==> src/rtl/sobel_window_ctrl.sv <==
// sobel_window_ctrl: forwards gray pixels to a 3-line buffer, generates 3x3 window reads and emits Sobel edge pixels.
// Optional build macro SOBEL_THRESHOLD_EN binarises edge_value against THRESHOLD.
module sobel_window_ctrl #(
    parameter int unsigned H_RES        = 640,
    parameter int unsigned V_RES        = 480,
    parameter int unsigned ADDRESSWIDTH = 19,
    parameter int unsigned BITWIDTH     = 8,
    parameter int unsigned THRESHOLD    = 64
) (
    input  logic                    clk,
    input  logic                    rst,
    input  logic                    gray_valid,
    input  logic [ADDRESSWIDTH-1:0] gray_address,
    input  logic [BITWIDTH-1:0]     gray_in,
    output logic                    we,
    output logic [ADDRESSWIDTH-1:0] input_rgb_address,
    output logic [BITWIDTH-1:0]     gray_input,
    output logic [ADDRESSWIDTH-1:0] address_center,
    output logic [ADDRESSWIDTH-1:0] address_left_up,
    output logic [ADDRESSWIDTH-1:0] address_left,
    output logic [ADDRESSWIDTH-1:0] address_left_down,
    output logic [ADDRESSWIDTH-1:0] address_up,
    output logic [ADDRESSWIDTH-1:0] address_down,
    output logic [ADDRESSWIDTH-1:0] address_right_up,
    output logic [ADDRESSWIDTH-1:0] address_right,
    output logic [ADDRESSWIDTH-1:0] address_righ_down,
    input  logic [BITWIDTH-1:0]     gray_center,
    input  logic [BITWIDTH-1:0]     gray_left_up,
    input  logic [BITWIDTH-1:0]     gray_left,
    input  logic [BITWIDTH-1:0]     gray_left_down,
    input  logic [BITWIDTH-1:0]     gray_up,
    input  logic [BITWIDTH-1:0]     gray_down,
    input  logic [BITWIDTH-1:0]     gray_right_up,
    input  logic [BITWIDTH-1:0]     gray_right,
    input  logic [BITWIDTH-1:0]     gray_right_down,
    output logic                    edge_valid,
    output logic [ADDRESSWIDTH-1:0] edge_address,
    output logic [BITWIDTH-1:0]     edge_value,
    output logic                    frame_done
);

    localparam int unsigned FRAME_PIX = H_RES * V_RES;
    localparam logic [ADDRESSWIDTH-1:0] ZERO_A     = {ADDRESSWIDTH{1'b0}};
    localparam logic [ADDRESSWIDTH-1:0] ONE_A      = {{(ADDRESSWIDTH-1){1'b0}}, 1'b1};
    localparam logic [ADDRESSWIDTH-1:0] HRES_A     = ADDRESSWIDTH'(H_RES);
    localparam logic [ADDRESSWIDTH-1:0] LEAD_A     = ADDRESSWIDTH'(H_RES + 1);
    localparam logic [ADDRESSWIDTH-1:0] LAST_A     = ADDRESSWIDTH'(FRAME_PIX - 1);
    localparam logic [ADDRESSWIDTH-1:0] FLUSH_A    = ADDRESSWIDTH'(FRAME_PIX - H_RES - 1);
    localparam logic [ADDRESSWIDTH-1:0] LAST_ROW_A = ADDRESSWIDTH'(FRAME_PIX - H_RES);
    localparam logic [ADDRESSWIDTH-1:0] LAST_COL_A = ADDRESSWIDTH'(H_RES - 1);
    localparam logic [BITWIDTH-1:0]     ZERO_D     = {BITWIDTH{1'b0}};
    localparam logic [BITWIDTH-1:0]     FULL_D     = {BITWIDTH{1'b1}};

    typedef enum logic [1:0] {
        IDLE  = 2'd0,
        RUN   = 2'd1,
        FLUSH = 2'd2
    } state_t;

    state_t                  state_r;
    logic [ADDRESSWIDTH-1:0] flush_ptr_r;

    logic                    run_slot_s;
    logic                    flush_slot_s;
    logic                    slot_s;
    logic                    border_s;
    logic [ADDRESSWIDTH-1:0] slot_p_s;
    logic [ADDRESSWIDTH-1:0] col_s;
    logic [ADDRESSWIDTH-1:0] win_c_s, win_lu_s, win_l_s, win_ld_s, win_u_s;
    logic [ADDRESSWIDTH-1:0] win_d_s, win_ru_s, win_r_s, win_rd_s;

    logic                    v0_r, v1_r, v2_r, v3_r;
    logic                    b0_r, b1_r, b2_r, b3_r;
    logic [ADDRESSWIDTH-1:0] p0_r, p1_r, p2_r, p3_r;
    logic signed [10:0]      gx_s, gy_s, gx_r, gy_r;
    logic [11:0]             mag_s;
    logic [BITWIDTH-1:0]     shaped_s;
    logic                    unused_s;

    function automatic logic signed [10:0] widen(input logic [BITWIDTH-1:0] v);
        return $signed(11'(v));
    endfunction

    function automatic logic [10:0] mag11(input logic signed [10:0] v);
        return v[10] ? 11'(-v) : 11'(v);
    endfunction

    // Slot arbitration: a live pixel's slot beats the flush pointer; the pointer then holds.
    always_comb begin
        run_slot_s   = gray_valid && ((state_r == RUN) || (state_r == FLUSH)) && (gray_address >= LEAD_A);
        flush_slot_s = (state_r == FLUSH) && !run_slot_s;
        slot_s       = run_slot_s || flush_slot_s;
        if (run_slot_s) begin
            slot_p_s = gray_address - LEAD_A;
        end else begin
            slot_p_s = flush_ptr_r;
        end
        col_s    = slot_p_s % HRES_A;
        border_s = (slot_p_s < HRES_A) || (slot_p_s >= LAST_ROW_A) ||
                   (col_s == ZERO_A) || (col_s == LAST_COL_A);
    end

    // Window addresses; border pixels collapse every tap onto the centre.
    always_comb begin
        if (border_s) begin
            win_c_s  = slot_p_s;
            win_lu_s = slot_p_s;
            win_l_s  = slot_p_s;
            win_ld_s = slot_p_s;
            win_u_s  = slot_p_s;
            win_d_s  = slot_p_s;
            win_ru_s = slot_p_s;
            win_r_s  = slot_p_s;
            win_rd_s = slot_p_s;
        end else begin
            win_c_s  = slot_p_s;
            win_u_s  = slot_p_s - HRES_A;
            win_d_s  = slot_p_s + HRES_A;
            win_l_s  = slot_p_s - ONE_A;
            win_r_s  = slot_p_s + ONE_A;
            win_lu_s = slot_p_s - HRES_A - ONE_A;
            win_ru_s = slot_p_s - HRES_A + ONE_A;
            win_ld_s = slot_p_s + HRES_A - ONE_A;
            win_rd_s = slot_p_s + HRES_A + ONE_A;
        end
    end

    // Frame accounting FSM and flush pointer.
    always_ff @(posedge clk) begin
        if (rst) begin
            state_r     <= IDLE;
            flush_ptr_r <= ZERO_A;
        end else begin
            case (state_r)
                IDLE: begin
                    if (gray_valid && (gray_address == ZERO_A)) begin
                        state_r <= RUN;
                    end
                end
                RUN: begin
                    if (gray_valid && (gray_address == LAST_A)) begin
                        state_r     <= FLUSH;
                        flush_ptr_r <= FLUSH_A;
                    end
                end
                FLUSH: begin
                    if (gray_valid && (gray_address == LAST_A)) begin
                        flush_ptr_r <= FLUSH_A;
                    end else if (flush_slot_s) begin
                        if (flush_ptr_r == LAST_A) begin
                            state_r <= RUN;
                        end else begin
                            flush_ptr_r <= flush_ptr_r + ONE_A;
                        end
                    end
                end
                default: begin
                    state_r     <= IDLE;
                    flush_ptr_r <= ZERO_A;
                end
            endcase
        end
    end

    // Buffer write port and window address registers (E0).
    always_ff @(posedge clk) begin
        if (rst) begin
            we                <= 1'b0;
            input_rgb_address <= ZERO_A;
            gray_input        <= ZERO_D;
            address_center    <= ZERO_A;
            address_left_up   <= ZERO_A;
            address_left      <= ZERO_A;
            address_left_down <= ZERO_A;
            address_up        <= ZERO_A;
            address_down      <= ZERO_A;
            address_right_up  <= ZERO_A;
            address_right     <= ZERO_A;
            address_righ_down <= ZERO_A;
            v0_r              <= 1'b0;
            b0_r              <= 1'b0;
            p0_r              <= ZERO_A;
        end else begin
            we                <= gray_valid;
            input_rgb_address <= gray_valid ? gray_address : ZERO_A;
            gray_input        <= gray_valid ? gray_in : ZERO_D;
            address_center    <= win_c_s;
            address_left_up   <= win_lu_s;
            address_left      <= win_l_s;
            address_left_down <= win_ld_s;
            address_up        <= win_u_s;
            address_down      <= win_d_s;
            address_right_up  <= win_ru_s;
            address_right     <= win_r_s;
            address_righ_down <= win_rd_s;
            v0_r              <= slot_s;
            b0_r              <= border_s;
            p0_r              <= slot_p_s;
        end
    end

    // Delay line covering the buffer's two-cycle read latency (E1, E2).
    always_ff @(posedge clk) begin
        if (rst) begin
            v1_r <= 1'b0;
            v2_r <= 1'b0;
            b1_r <= 1'b0;
            b2_r <= 1'b0;
            p1_r <= ZERO_A;
            p2_r <= ZERO_A;
        end else begin
            v1_r <= v0_r;
            v2_r <= v1_r;
            b1_r <= b0_r;
            b2_r <= b1_r;
            p1_r <= p0_r;
            p2_r <= p1_r;
        end
    end

    // Horizontal and vertical Sobel kernels.
    always_comb begin
        gx_s = (widen(gray_right_up) + (widen(gray_right) <<< 1) + widen(gray_right_down)) -
               (widen(gray_left_up)  + (widen(gray_left)  <<< 1) + widen(gray_left_down));
        gy_s = (widen(gray_left_down) + (widen(gray_down) <<< 1) + widen(gray_right_down)) -
               (widen(gray_left_up)   + (widen(gray_up)   <<< 1) + widen(gray_right_up));
    end

    // Gradient registers (E3).
    always_ff @(posedge clk) begin
        if (rst) begin
            v3_r <= 1'b0;
            b3_r <= 1'b0;
            p3_r <= ZERO_A;
            gx_r <= 11'sd0;
            gy_r <= 11'sd0;
        end else begin
            v3_r <= v2_r;
            b3_r <= b2_r;
            p3_r <= p2_r;
            gx_r <= gx_s;
            gy_r <= gy_s;
        end
    end

    // L1 magnitude shaped to the output sample range.
    always_comb begin
        mag_s = {1'b0, mag11(gx_r)} + {1'b0, mag11(gy_r)};
`ifdef SOBEL_THRESHOLD_EN
        if (mag_s >= 12'(THRESHOLD)) begin
            shaped_s = FULL_D;
        end else begin
            shaped_s = ZERO_D;
        end
`else
        if (mag_s > 12'(FULL_D)) begin
            shaped_s = FULL_D;
        end else begin
            shaped_s = mag_s[BITWIDTH-1:0];
        end
`endif
    end

`ifdef SOBEL_THRESHOLD_EN
    assign unused_s = ^{gray_center, gray_input[0]};
`else
    assign unused_s = ^{gray_center, 32'(THRESHOLD)};
`endif

    // Edge output registers (E4).
    always_ff @(posedge clk) begin
        if (rst) begin
            edge_valid   <= 1'b0;
            edge_address <= ZERO_A;
            edge_value   <= ZERO_D;
            frame_done   <= 1'b0;
        end else begin
            edge_valid   <= v3_r;
            edge_address <= v3_r ? p3_r : ZERO_A;
            edge_value   <= (v3_r && !b3_r) ? shaped_s : ZERO_D;
            frame_done   <= v3_r && (p3_r == LAST_A);
        end
    end

endmodule
==> config.mk <==
export PLATFORM = sky130hd
export DESIGN_NAME = sobel_window_ctrl
export DESIGN_NICKNAME = d
export VERILOG_FILES = /design/src/rtl/sobel_window_ctrl.sv
export SDC_FILE = /design/constraint.sdc
export NUM_CORES = 1
export LEC_CHECK = 0
export ABC_AREA = 1
export CORE_MARGIN = 3
export CORE_UTILIZATION = 30
export DETAILED_ROUTE_END_ITERATION = 7
export SLEW_MARGIN = 15
export SYNTH_ARGS = -nofsm -noshare
export SYNTH_HDL_FRONTEND = slang
export SYNTH_SLANG_ARGS = --single-unit
==> constraint.sdc <==
create_clock -name clk -period 7.75 [get_ports clk]
set_input_delay 1.1625 -clock clk [delete_from_list [all_inputs] [get_ports clk]]
set_output_delay 1.1625 -clock clk [all_outputs]
set_load 0.01 [all_outputs]
==> impl_metrics.yaml <==
power:
  p_leak_nw: 10.1
  vdd_drop_max_v: 0.000518
  switching_share_pct: 49.9
  seqPwrFrac_pct: 16.0
  p_total_mw: 12.1
  combPwrFrac_pct: 70.3
  p_int_mw: 6.06
  power_density_nw_per_um2: 544
  switching_power_mw: 6.04
  pwr-share-clk_pct: 13.7
sta:
  worst-slew-pin-transition_ns: 1.01
  setup_viol: 0
  fmax_mhz: 140
  relSlewSlack_pct: 31.8
  post-route-min-period_ns: 7.17
  hold_viol: 0
  worst_clock_skew_ns: 0.0176
  drv_slew: 0
  period_share_pct: 92.5
  hold_slack_ns: 0.402
  fin_setup_tns_ns: 0
cts:
  clockRootBuffer: "clkbuf_16"
  cts_buffers: 35
  ctsLongestPathBuffers: 3
  clkSlewWorstSetupHoldPaths_ns: 0.06
  clk-insertion-delay-late_ns: 0.54
  cts_tree: "built"
  cts.sinks: 290
  cts_hold_repair.buffers: 0
  htree_levels: 2
global_routing:
  grt_start_max_net_pins: 88
  grt_pass1_wl_um: 78900
  grt_usage_pct: 17.0
  antenna_found_initial: 1
  grt_overflow: 0
  grt_pass1_vias: 14900
setup_path:
  required_ns: 8.21
  critPathLaunchType: "input pin"
  cp-end-kind: "register"
  r2r-start: "state_r[0]"
  worstRegToRegCells: 60
  cp_common_cell: "nand2_2"
  ff2ff_setup_slack_ns: 1.39
  startpoint: "gray_address[1]"
  cp_max_fo: 11
  reg2reg_to: "address_left_up[3]"
  crit_arrival_ns: 7.62
  slowest_stage: "clkdlybuf4s50_1"
  crit_type: "input pin to register"
  crit_path_end: "address_left_up[3]"
  crit_path_max_incr_delay_ns: 0.42
min_path:
  holdCritPathClass: "register to register"
  min_from: "p1_r[5]"
synth:
  synth_nets: 2432
  ys_async_sr_fraction_pct: 0
  yosysWarnings: 0
  synth_cell_types: 55
  synth_area_per_cell_um2: 7.49
  synth_seq_area_share_pct: 35.1
  synth_edf_count: 0
  ys_ff_latch: 290
  synthCells: 2211
  synth_flop_cell: "dfxtp_1"
  syn_area_um2: 16600
cells_and_area:
  layout_common_cells: "nand2_1 (385), inv_1 (347), clkdlybuf4s50_1 (314)"
  area_delta_synth_final_pct: 34.3
  finalNetCount: 2809
  drive_above_1_share_pct: 13.6
  antennaDiodeCount: 0
  layout_commonest_cell: "nand2_1"
  fin_area_um2: 22200
place:
  place_area_um2: 20800
  routabilityCongestion: 0.921
  port_buffers: 321
  dp_hpwl_um: 39900
drt:
  wl_per_cell_um: 15.3
  vias_per_cell: 4.51
  drtIter0Drc: 762
  wirelength_um: 50500
  drc: 0
  antenna_left: 0
  drt_first_pass_iters: 5
  vias: 14900
floorplanning:
  boundaryPins: 330
  core_area_um2: 54200
  rows: 85
  die_h_um: 241
  fp.dieW_um: 241
  dieArea_um2: 58000
  initial_core_util_pct: 30.5
flow_run:
  drv_cap: 0
status:
  status: "complete, no violations"
critical path: cells and delay by family:
family | cells | cell delay, ns
buffers and inverters | 10 | 1.53
AO/OA/AOI/OAI | 2 | 0.37
AND/OR/NAND/NOR | 48 | 4.55
per-stage QoR:
step	setup slack, ns	utilization (%)	std cells
5_1_grt	-0.00378	41.0	3310
4_1_cts	0.344	40.5	3300
3_5_place_dp	-0.227	38.3	3237
2_1_floorplan	0.262	-	2211
3_3_place_gp	-0.0308	38.3	3237
6_report	0.583	41.0	3310
worst min path at each step:
stage	endpoint	slack (ns)	cells past startpoint
finish	p2_r[5]	0.40	2
CTS	p2_r[1]	0.40	2
global placement	p2_r[2]	0.39	2
floorplan	b1_r	0.39	2
detailed placement	p2_r[1]	0.40	2
global route	p2_r[6]	0.41	2
cells in the mapped netlist, types with 11 or more instances:
master	n	area [um^2]
o21ai_0	53	265
inv_2	15	56.3
nand2_1	392	1470
a21oi_1	85	425
nor3_1	45	225
nand3_1	130	651
clkbuf_1	29	109
nand2_2	79	494
nand4_1	28	175
buf_4	54	405
inv_1	350	1310
nand3_2	11	110
nor4_1	15	93.8
xor2_1	96	841
o21ai_1	13	65.1
nor2_1	308	1160
xnor2_1	11	96.3
fa_1	63	1260
ha_1	56	701
dfxtp_1	290	5810
logic make-up after synthesis:
logic type | count (synthesis) | share of synthesized area (%)
XOR/XNOR | 107 | 5.66
buffers and inverters | 475 | 13.1
AO/OA/AOI/OAI | 176 | 5.85
adder cells (fa/ha/maj) | 119 | 11.9
AND/OR/NAND/NOR | 1044 | 28.5
flip-flops | 290 | 35.1
metal layers:
layer	GRT usage, %	up-vias	wire length, um
met5	0	-	0
met4	5.54	0	1240
met3	2.57	69	2590
met2	29.4	362	24400
met1	21.8	6981	22300
li1	-	7518	-
power groups by stage:
stage          clock network [mW]  logic, mW  registers [mW]
4_1_cts                      1.72       7.77            1.94
3_3_place_gp                    0       7.61            1.97
2_1_floorplan                   0       5.65            2.01
5_1_grt                      1.77       9.37            1.97
6_report                     1.66       8.50            1.94
3_5_place_dp                    0       7.73            1.97
sequential cells by signal (all words and copies together) (netlist names), 12 cells and up:
register	cells
address_left_up	19
p1_r	19
address_right_up	18
address_right	12
address_up	19
input_rgb_address	19
edge_address	19
p3_r	19
address_left	12
p0_r	12
flush_ptr_r	19
p2_r	19
area by class of cell:
class / instances / area, um^2
inverter: 372 / 1400
clock inverter: 20 / 226
timing repair buffer: 441 / 4220
sequential: 290 / 5810
tap: 696 / 871
clock buffer: 43 / 957
multi-input combinational: 1448 / 8750
fill: 5459 / 32000
what timing repair did:
action	CTS	global route
buffers inserted	0	8
endpoints found under the setup margin	0	106
resized for setup	0	59
(Power assumes the default switching activity.)
